$ cat src/rtl/hex_display_arbiter.sv
// hex_display_arbiter: arbitrates CPU/debug display requests and scans the accepted value onto eight 7-segment digits.
// Latency: grant at edge N -> ack N..N+1, HEX0 written edge N+1, HEX7 edge N+8, done pulse after edge N+9.
// Backpressure: requests arriving while busy (SCAN/DONE) are ignored; requesters hold req until their ack.
//
// Ports:
//   clk, rst                      clock, synchronous active-high reset
//   cpu_req/cpu_data/cpu_ack      CPU request, 32-bit value, one-cycle accept pulse
//   dbg_req/dbg_data/dbg_ack      debug request, 32-bit value, one-cycle accept pulse
//   busy                          high while scanning (SCAN or DONE)
//   done                          one-cycle pulse once all eight digits are written
//   hex_value                     last accepted value
//   HEX0..HEX7                    active-low segments gfedcba, HEX0 = nibble [3:0]
// Parameter FIXED_PRIO: 0 = round-robin, 1 = CPU always wins a tie.
// Optional macro HEX_BLANK_EN: leading-zero blanking of digits 7..1.
module hex_display_arbiter #(
  parameter int FIXED_PRIO = 0
) (
  input  logic        clk,
  input  logic        rst,
  input  logic        cpu_req,
  input  logic [31:0] cpu_data,
  output logic        cpu_ack,
  input  logic        dbg_req,
  input  logic [31:0] dbg_data,
  output logic        dbg_ack,
  output logic        busy,
  output logic        done,
  output logic [31:0] hex_value,
  output logic [6:0]  HEX0,
  output logic [6:0]  HEX1,
  output logic [6:0]  HEX2,
  output logic [6:0]  HEX3,
  output logic [6:0]  HEX4,
  output logic [6:0]  HEX5,
  output logic [6:0]  HEX6,
  output logic [6:0]  HEX7
);

  typedef enum logic [1:0] {IDLE, SCAN, DONE} state_e;

  state_e      state_q, state_d;
  logic [2:0]  digit_q, digit_d;
  logic [31:0] value_q, value_d;
  logic        cpu_ack_q, cpu_ack_d;
  logic        dbg_ack_q, dbg_ack_d;
  logic        done_q, done_d;
  // Set when the debug source holds priority for the next tie (CPU went last).
  logic        prio_dbg_q, prio_dbg_d;
  logic [6:0]  seg_q [8];

  logic        grant_cpu, grant_dbg;
  logic        seg_we;
  logic [3:0]  nibble;
  logic [6:0]  seg_dec;
  logic [6:0]  seg_code;

  // Single shared decoder: the nibble under the scan pointer.
  assign nibble = value_q[{digit_q, 2'b00} +: 4];

  always_comb begin
    seg_dec = 7'h7F;
    case (nibble)
      4'h0: seg_dec = 7'h40;
      4'h1: seg_dec = 7'h79;
      4'h2: seg_dec = 7'h24;
      4'h3: seg_dec = 7'h30;
      4'h4: seg_dec = 7'h19;
      4'h5: seg_dec = 7'h12;
      4'h6: seg_dec = 7'h02;
      4'h7: seg_dec = 7'h78;
      4'h8: seg_dec = 7'h00;
      4'h9: seg_dec = 7'h10;
      4'hA: seg_dec = 7'h08;
      4'hB: seg_dec = 7'h03;
      4'hC: seg_dec = 7'h46;
      4'hD: seg_dec = 7'h21;
      4'hE: seg_dec = 7'h06;
      4'hF: seg_dec = 7'h0E;
      default: seg_dec = 7'h7F;
    endcase
  end

`ifdef HEX_BLANK_EN
  // Digit k is blank when nibbles 7..k are all zero; digit 0 always shows.
  logic [31:0] upper;
  assign upper    = value_q >> {digit_q, 2'b00};
  assign seg_code = ((digit_q != 3'd0) && (upper == 32'd0)) ? 7'h7F : seg_dec;
`else
  assign seg_code = seg_dec;
`endif

  // Tie-break: fixed mode favours the CPU; round-robin favours whoever was not granted last.
  always_comb begin
    if (FIXED_PRIO != 0) begin
      grant_cpu = cpu_req;
    end else begin
      grant_cpu = cpu_req & ~(dbg_req & prio_dbg_q);
    end
    grant_dbg = dbg_req & ~grant_cpu;
  end

  always_comb begin
    state_d    = state_q;
    digit_d    = digit_q;
    value_d    = value_q;
    cpu_ack_d  = 1'b0;
    dbg_ack_d  = 1'b0;
    done_d     = 1'b0;
    prio_dbg_d = prio_dbg_q;
    seg_we     = 1'b0;
    case (state_q)
      IDLE: begin
        if (grant_cpu || grant_dbg) begin
          value_d    = grant_cpu ? cpu_data : dbg_data;
          cpu_ack_d  = grant_cpu;
          dbg_ack_d  = grant_dbg;
          prio_dbg_d = grant_cpu;
          digit_d    = 3'd0;
          state_d    = SCAN;
        end
      end
      SCAN: begin
        seg_we  = 1'b1;
        digit_d = digit_q + 3'd1;
        if (digit_q == 3'd7) begin
          state_d = DONE;
        end
      end
      DONE: begin
        done_d  = 1'b1;
        state_d = IDLE;
      end
      default: state_d = IDLE;
    endcase
  end

  always_ff @(posedge clk) begin
    if (rst) begin
      state_q    <= IDLE;
      digit_q    <= 3'd0;
      value_q    <= 32'd0;
      cpu_ack_q  <= 1'b0;
      dbg_ack_q  <= 1'b0;
      done_q     <= 1'b0;
      prio_dbg_q <= 1'b0;
      for (int i = 0; i < 8; i++) begin
        seg_q[i] <= 7'h7F;
      end
    end else begin
      state_q    <= state_d;
      digit_q    <= digit_d;
      value_q    <= value_d;
      cpu_ack_q  <= cpu_ack_d;
      dbg_ack_q  <= dbg_ack_d;
      done_q     <= done_d;
      prio_dbg_q <= prio_dbg_d;
      if (seg_we) begin
        seg_q[digit_q] <= seg_code;
      end
    end
  end

  assign cpu_ack   = cpu_ack_q;
  assign dbg_ack   = dbg_ack_q;
  assign done      = done_q;
  assign busy      = (state_q != IDLE);
  assign hex_value = value_q;
  assign HEX0      = seg_q[0];
  assign HEX1      = seg_q[1];
  assign HEX2      = seg_q[2];
  assign HEX3      = seg_q[3];
  assign HEX4      = seg_q[4];
  assign HEX5      = seg_q[5];
  assign HEX6      = seg_q[6];
  assign HEX7      = seg_q[7];

endmodule
$ cat config.mk
export PLATFORM = sky130hd
export DESIGN_NAME = hex_display_arbiter
export DESIGN_NICKNAME = d
export VERILOG_FILES = /design/src/rtl/hex_display_arbiter.sv
export SDC_FILE = /design/constraint.sdc
export NUM_CORES = 1
export LEC_CHECK = 0
export CORE_UTILIZATION = 40
export CTS_BUF_LIST = sky130_fd_sc_hd__clkbuf_8 sky130_fd_sc_hd__clkbuf_16
export CTS_CLUSTER_DIAMETER = 80
export DETAILED_ROUTE_END_ITERATION = 16
export PLACE_DENSITY = 0.79
export SLEW_MARGIN = 20
export SYNTH_ARGS = -nofsm -noshare
export SYNTH_HDL_FRONTEND = slang
export SYNTH_SLANG_ARGS = --single-unit
$ cat constraint.sdc
create_clock -name clk -period 6.3 [get_ports clk]
set_input_delay 1.26 -clock clk [delete_from_list [all_inputs] [get_ports clk]]
set_output_delay 1.26 -clock clk [all_outputs]
set_load 0.05 [all_outputs]
# Yosys cells after proc, flatten, opt, wreduce, memory -nomap -nowiden
# Memory sizes are Yosys's and may differ from the RTL's.
# Cells that the tools add are included.
# Widths: inputs -> output; s select.
[totals] ramBits=56 reg_bits=41 input_bits=68 mem_bits_ro=112 n_memories=2 elab_cells=48 out_inout_bits=92
[mem_list] name="(name not given)" words=16 word_bits=7 read_ports=1 rd_clocked_by_memory_dff=0 wr=0 line_no="62" source="case (nibble)"
[mem_list] name="seg_q" words=8 word_bits=7 read_ports=8 rd_clocked_by_memory_dff=0 wr=8 line_no="49" source="logic [6:0] seg_q [8];"
[classes] n_mux=16 n_eq_ne=5 n_reduce_logical=9 shifts=1 add_sub_neg=1 bitwise=7
[op_table] cell="$mux 32" count=1
[op_table] cell="$shiftx 32x6->4" count=1
[op_table] cell="$mux 1" count=8
[op_table] cell="$mux 7" count=1
[op_table] cell="$reduce_or 7->1" count=1
[op_table] cell="$mux 3" count=2
[op_table] cell="$pmux 3 s2" count=1
[op_table] cell="$reduce_and 2->1" count=3
[op_table] cell="$mux 2" count=2
[op_table] cell="$ne 2x2->1 const B" count=2
[op_table] cell="$not 1->1" count=4
[op_table] cell="$pmux 2 s2" count=1
[op_table] cell="$reduce_bool 2->1" count=2
[op_table] cell="$add 3x1->3 const B" count=1
[op_table] cell="$and 1x1->1" count=3
[op_table] cell="$eq 3x3->1 const B" count=1
[op_table] cell="$reduce_or 3->1" count=1
[op_table] cell="$eq 2x1->1 const B" count=1
[op_table] cell="$eq 2x2->1 const B" count=1
[op_table] cell="$logic_not 2->1" count=1
[op_table] cell="$logic_or 1x1->1" count=1

# Longest topological paths before layout
# Gate-level depths: netlist of the first run.
[depth] word_depth=8 depth_mapped=10 ltp_nobuf=8

# Worst setup path before layout of the first run
# OpenSTA, ideal clock, no wires.
[synth_timing] kind="input-to-reg" from="input port rst" to="memory seg_q[0][1], data pin" arrival_ns=2.499 path_stages=5 n_path_buf=2 path_slack_ns=3.535 required_time_ns=6.034 path_cell_list="clkbuf_1 or3_1 clkbuf_1 nor3_2 or3b_1"
[synth_rtl] element="from (decl)" line_no="19" source="input logic rst,"
[synth_rtl] element="to (decl)" line_no="49"

==> summary.txt, run 1 <==
Placement
  – Gpl congestion: 0.7556
  – Port buffer count: 159
  – Pre-CTS WS: 2751 ps
  – Dpl hpwl: 7847 um

Floorplanning
  – Floorplan core area: 10510 sq um
  – Die height: 107.1 um
  – Die ar.: 11460 sq um
  – Rows: 37
  – Num ports: 160
  – Initial Util: 42.02%
  – Die width: 107.1 um

Finish
  – Most frequent cells in the layout: clkdlybuf4s50_1 (158), edfxtp_1 (56), nand2_1 (49), nor2_1 (45), dfxtp_1 (41)
  – Number of fill cells: 854
  – Area of the multi-input gates: 1804 sq um
  – ANT cells: 0
  – Share of post-route cells with drive strength above 1: 9.023%
  – Register area: 2502 sq um
  – Layout area overhead: 42.93%
  – Most common cell after layout, fill and taps aside: clkdlybuf4s50_1
  – Fin nets: 603

Worst hold path
  – HP Start: state_q[0]
  – HP Class: reg -> reg

Clock network
  – Cts hold-fix bufs: 0
  – Root Driver: clkbuf_8
  – Clock sink total: 97
  – Clock Latency Late Sink: 370 ps
  – Setup fix buffers added after clock tree synthesis: 0
  – Clock transition at path regs: 90 ps
  – CTS Buf Count: 9
  – H-tree depth: 3
  – Max clock buf depth: 2
  – Post_cts resized: 0
  – CTS tree: yes

Route
  – Vias: 3453
  – Avg Vias per Cell: 5.169
  – Wire length per cell: 15.87 um
  – DRC violations left: 0
  – WL final: 10600 um
  – DRT iter0 DRCs: 133
  – Final ANT Viol Nets: 0
  – Drt first pass iters: 4

Outcome
  – Status: completed

Global routing
  – Vias in the first global route: 3252
  – First-pass GRT wire length: 16460 um
  – Total global routing overflow: 0
  – Total Routing Usage GR: 19.01%
  – Antenna violations before repair: 0
  – Largest net degree at the start of global routing: 64

Setup path
  – CP endpoint kind: register
  – Slowest stage cell on the critical path: dfxtp_1
  – Crit path DAT: 3480 ps
  – WP data required: 6400 ps
  – CP cell instances: mux4_2 -> mux2i_4 -> inv_1 -> ha_1 -> mux2_2 -> a21oi_2 -> nand2_1
  – R2R Path Start: digit_q[0]
  – Startpoint types: register
  – Worst Setup SP: digit_q[0]
  – CP max stage delay: 930 ps
  – CP max FO: 21
  – WS Path Type: reg -> reg

Timing
  – WHS: 471.9 ps
  – Endpoints failing hold: 0
  – Layout Skew: 11.02 ps
  – Final setup fails: 0
  – Worst slew pin tran: 914.3 ps
  – Final WS setup: 2921 ps
  – RSZ-0062 raised after global routing: false
  – Peak Freq: 296.0 MHz
  – Final period util: 53.63%
  – Final Max Tran Viols: 0
  – Setup TNS Final: 0 ps
  – Worst rel slew slack: 39.04%
  – Min Clock Period, post-route: 3379 ps

Synth
  – YS warnings: 0
  – Share of synthesized registers carrying an async set or reset: 0%
  – Distinct cells, synth: 45
  – Syn Nets: 456
  – EDFF count, synth: 56
  – Post-Synthesis Cells: 380
  – FF+latch count, synth: 97
  – Mapped Avg Cell Area: 11.62 sq um
  – Main synth FF type: edfxtp_1
  – Sequential area share after synthesis: 56.67%
  – Mapped cell area: 4415 sq um

Pwr
  – Maximum VDD drop: 115.5 uV
  – Pwr/cell area: 245.8 nW/um^2
  – Power, Total: 1.551 mW
  – Cell leakage power: 2.117 nW

Job
  – Max Cap Viol: 0
==> Yosys cell counts, types with 3 or more instances <==
cell type  instances  share of area (%)
clkbuf_1          11               0.94
or4_1              6                1.0
nand3_1           13                1.5
or2_2             10                1.4
nand2_1           49                4.2
buf_1              4               0.34
edfxtp_1          56                 38
or3b_1             3               0.60
nor3b_1            3               0.51
inv_1              3               0.26
a21oi_1            6               0.68
nor2_1            46                3.9
mux4_2             4                2.0
buf_2              6               0.68
nand2b_1           4               0.57
nor3_1             3               0.34
a211oi_1          32                5.4
mux2i_1           39                8.8
dfxtp_1           41                 19
ha_1               8                2.3
==> worst max-delay path, delay by kind of cell, from the launching register on <==
kind	cells	cell delay [ps]
AO/OA/AOI/OAI	1	380
adder cells (fa/ha/maj)	1	290
buffers and inverters	1	140
flip-flops	1	930
multiplexers	3	1250
AND/OR/NAND/NOR	1	120
==> layer usage <==
layer / vias to the layer above / GRT usage, % / share of wire, %
li1: 1683 / - / -
met1: 1566 / 22.70 / 40
met2: 192 / 32.49 / 48
met3: 12 / 5.471 / 9.9
met4: 0 / 6.849 / 1.5
met5: - / 0 / 0
==> path summary, 6_finish.rpt <==
path	to	depth (start not counted)	slack [ps]
hold / removal	done	1	470
setup reg to reg	seg_q[6][5]	7	2920
hold reg to reg	done	1	470
setup / recovery	seg_q[6][5]	7	2920
==> logic make-up (layout without fill, tap and decap cells) <==
| family | Yosys count | after routing | share of synthesized area, % |
|---|---|---|---|
| buffers and inverters | 28 | 180 | 3.060 |
| multiplexers | 48 | 48 | 12.75 |
| flip-flops | 97 | 97 | 56.67 |
| adder cells (fa/ha/maj) | 8 | 8 | 2.267 |
| XOR/XNOR | 1 | 1 | 0.3685 |
| AO/OA/AOI/OAI | 50 | 50 | 9.068 |
| AND/OR/NAND/NOR | 148 | 148 | 15.81 |
==> state kept, by name, summed over array words and instances (netlist names) <==
register    count
cpu_ack         1
prio_dbg_q      1
state_q         2
seg_q          56
dbg_ack         1
done            1
hex_value      32
digit_q         3
==> per-stage QoR <==
step / utilization (%) / instance area (sq um) / instances
floorplan: - / 4415 / 380
global placement: 57.88 / 6082 / 652
detailed placement: 57.88 / 6082 / 652
CTS: 59.98 / 6304 / 668
global route: 60.05 / 6311 / 668
finish: 60.05 / 6311 / 668
==> final cells by class <==
class	count	share of cell area [%]
flip-flops and latches	97	39.65
multi-input cells	255	28.59
repair buffers	161	25.38
well taps	136	2.696
clock buffers	11	2.577
clock inverters	5	0.9318
inverters	3	0.1784
==> power breakdown <==
group	total [mW]	switching, mW	internal, mW
registers	0.725	0.0286	0.697
clock network	0.433	0.213	0.220
logic	0.393	0.241	0.152
Note: power is estimated with default switching activity, not from simulation.
==> run 2: changes to the inputs <==
Settings changed: PLACE_DENSITY 0.79 to 0.82.
Clock period 6.3 ns to 3 ns, I/O delays scaled along.
==> summary.txt, run 2 (synthesized netlist as in run 1, its figures left out) <==
Outcome
  – Status: completed

Floorplanning
  – Die height: 107.1 um
  – Floorplan core area: 10510 sq um
  – Die ar.: 11460 sq um
  – Die width: 107.1 um
  – Rows: 37
  – Num ports: 160
  – Initial Util: 42.02%

Setup path
  – Top delay family on crit path: multiplexers
  – CP Buf/Inv Count: 1
  – WS Path Type: reg -> reg
  – Crit path DAT: 2930 ps
  – CP endpoint kind: register
  – RR Endpoint: seg_q[3][2]
  – CP cell instances: mux4_2 -> mux2_4 -> inv_1 -> ha_1 -> nor3_1 -> a31oi_2 -> nand2_1
  – R2r setup slk: 180 ps
  – R2R Path Start: digit_q[0]
  – Stages on worst setup path: 7
  – WP data required: 3100 ps
  – Worst reg2reg path depth: 7
  – CP max stage delay: 560 ps
  – Slowest stage cell on the critical path: mux4_2
  – Startpoint types: register
  – Worst Setup SP: digit_q[0]
  – Worst setup endpoint: seg_q[3][2]
  – CP max FO: 8

Pwr
  – Cell leakage power: 2.140 nW
  – Pwr/cell area: 497.3 nW/um^2
  – Power, Total: 3.151 mW
  – Maximum VDD drop: 222.0 uV

Placement
  – Placed inst area: 6150 sq um
  – Dpl hpwl: 8093 um
  – Port buffer count: 159
  – Gpl congestion: 0.8063

Timing
  – Min Clock Period, post-route: 2822 ps
  – Final period util: 94.08%
  – Layout Skew: 10.61 ps
  – Final Max Tran Viols: 0
  – Peak Freq: 354.3 MHz
  – Endpoints failing hold: 0
  – Final setup fails: 0
  – Worst slew pin tran: 601.5 ps
  – Worst rel slew slack: 59.90%
  – RSZ-0062 raised after global routing: false
  – WHS: 476.1 ps
  – Setup TNS Final: 0 ps

Worst hold path
  – HP Class: reg -> reg
  – HP Start: state_q[0]

Finish
  – Design Area, Final: 6335 sq um
  – Most frequent cells in the layout: clkdlybuf4s50_1 (158), edfxtp_1 (56), nand2_1 (49), nor2_1 (45), dfxtp_1 (41)
  – Area of the multi-input gates: 1797 sq um
  – Fin nets: 612
  – ANT cells: 0
  – Register area: 2502 sq um
  – Share of post-route cells with drive strength above 1: 10.72%
  – Number of fill cells: 835
  – Max FFs per register: 56
  – Largest register by flop count: seg_q
  – Layout area overhead: 43.47%
  – Most common cell after layout, fill and taps aside: clkdlybuf4s50_1

Clock network
  – Setup fix buffers added after clock tree synthesis: 0
  – Clock transition at path regs: 100 ps
  – H-tree depth: 3
  – Clock Latency Late Sink: 370 ps
  – Max clock buf depth: 2
  – Root Driver: clkbuf_8
  – CTS Buf Count: 9
  – Cts hold-fix bufs: 0
  – Clock sink total: 97
  – Post_cts resized: 0
  – CTS tree: yes

Global routing
  – Largest net degree at the start of global routing: 67
  – First-pass GRT wire length: 16220 um
  – Antenna violations before repair: 0
  – Total global routing overflow: 0
  – Total Routing Usage GR: 18.71%
  – Vias in the first global route: 3243

Route
  – Final ANT Viol Nets: 0
  – DRT iter0 DRCs: 105
  – DRC violations left: 0
  – Drt first pass iters: 5
  – Wire length per cell: 15.79 um
  – Vias: 3452
  – WL final: 10690 um
  – Avg Vias per Cell: 5.099

Job
  – Max Cap Viol: 0
[run 2: power by group]
part / internal, mW / total, mW / leakage [nW] / switching, mW
Combinational: 0.328 / 0.835 / 1.32 / 0.507
Sequential: 1.46 / 1.52 / 0.729 / 0.0558
Clock: 0.317 / 0.797 / 0.0936 / 0.479
[run 2: how the worst min path moves through the flow]
stage,to,slack (ps),depth (start not counted)
after floorplan,done,430,1
after global placement,done,450,1
after detailed placement,done,460,1
after CTS,done,480,1
after global routing,done,510,1
final,done,480,1
[run 2: final cells by class]
class	instances	area share, %
Sequential cell	97	39.50
Tap cell	136	2.686
Clock buffer	9	1.955
Inverter	3	0.1778
Clock inverter	7	0.9678
Multi-Input combinational cell	255	28.36
Timing Repair Buffer	170	26.35
[run 2: per-stage QoR]
step / setup WS [ps] / utilization (%) / instances
finish: 177.5 / 60.28 / 677
global route: 34.86 / 60.28 / 677
CTS: 126.9 / 60.28 / 677
detailed placement: 168.2 / 58.52 / 661
global placement: 317.5 / 58.52 / 661
floorplan: 449.1 / - / 380
[run 2: routing by layer]
metal | global-route usage, % | part of all wire [%] | vias to the layer above | wire length [um]
met5 | 0 | 0 | - | 0
met4 | 6.751 | 1.2 | 0 | 131
met3 | 4.924 | 8.3 | 14 | 890
met2 | 33.46 | 50 | 182 | 5336
met1 | 21.40 | 41 | 1562 | 4331
li1 | - | - | 1694 | -
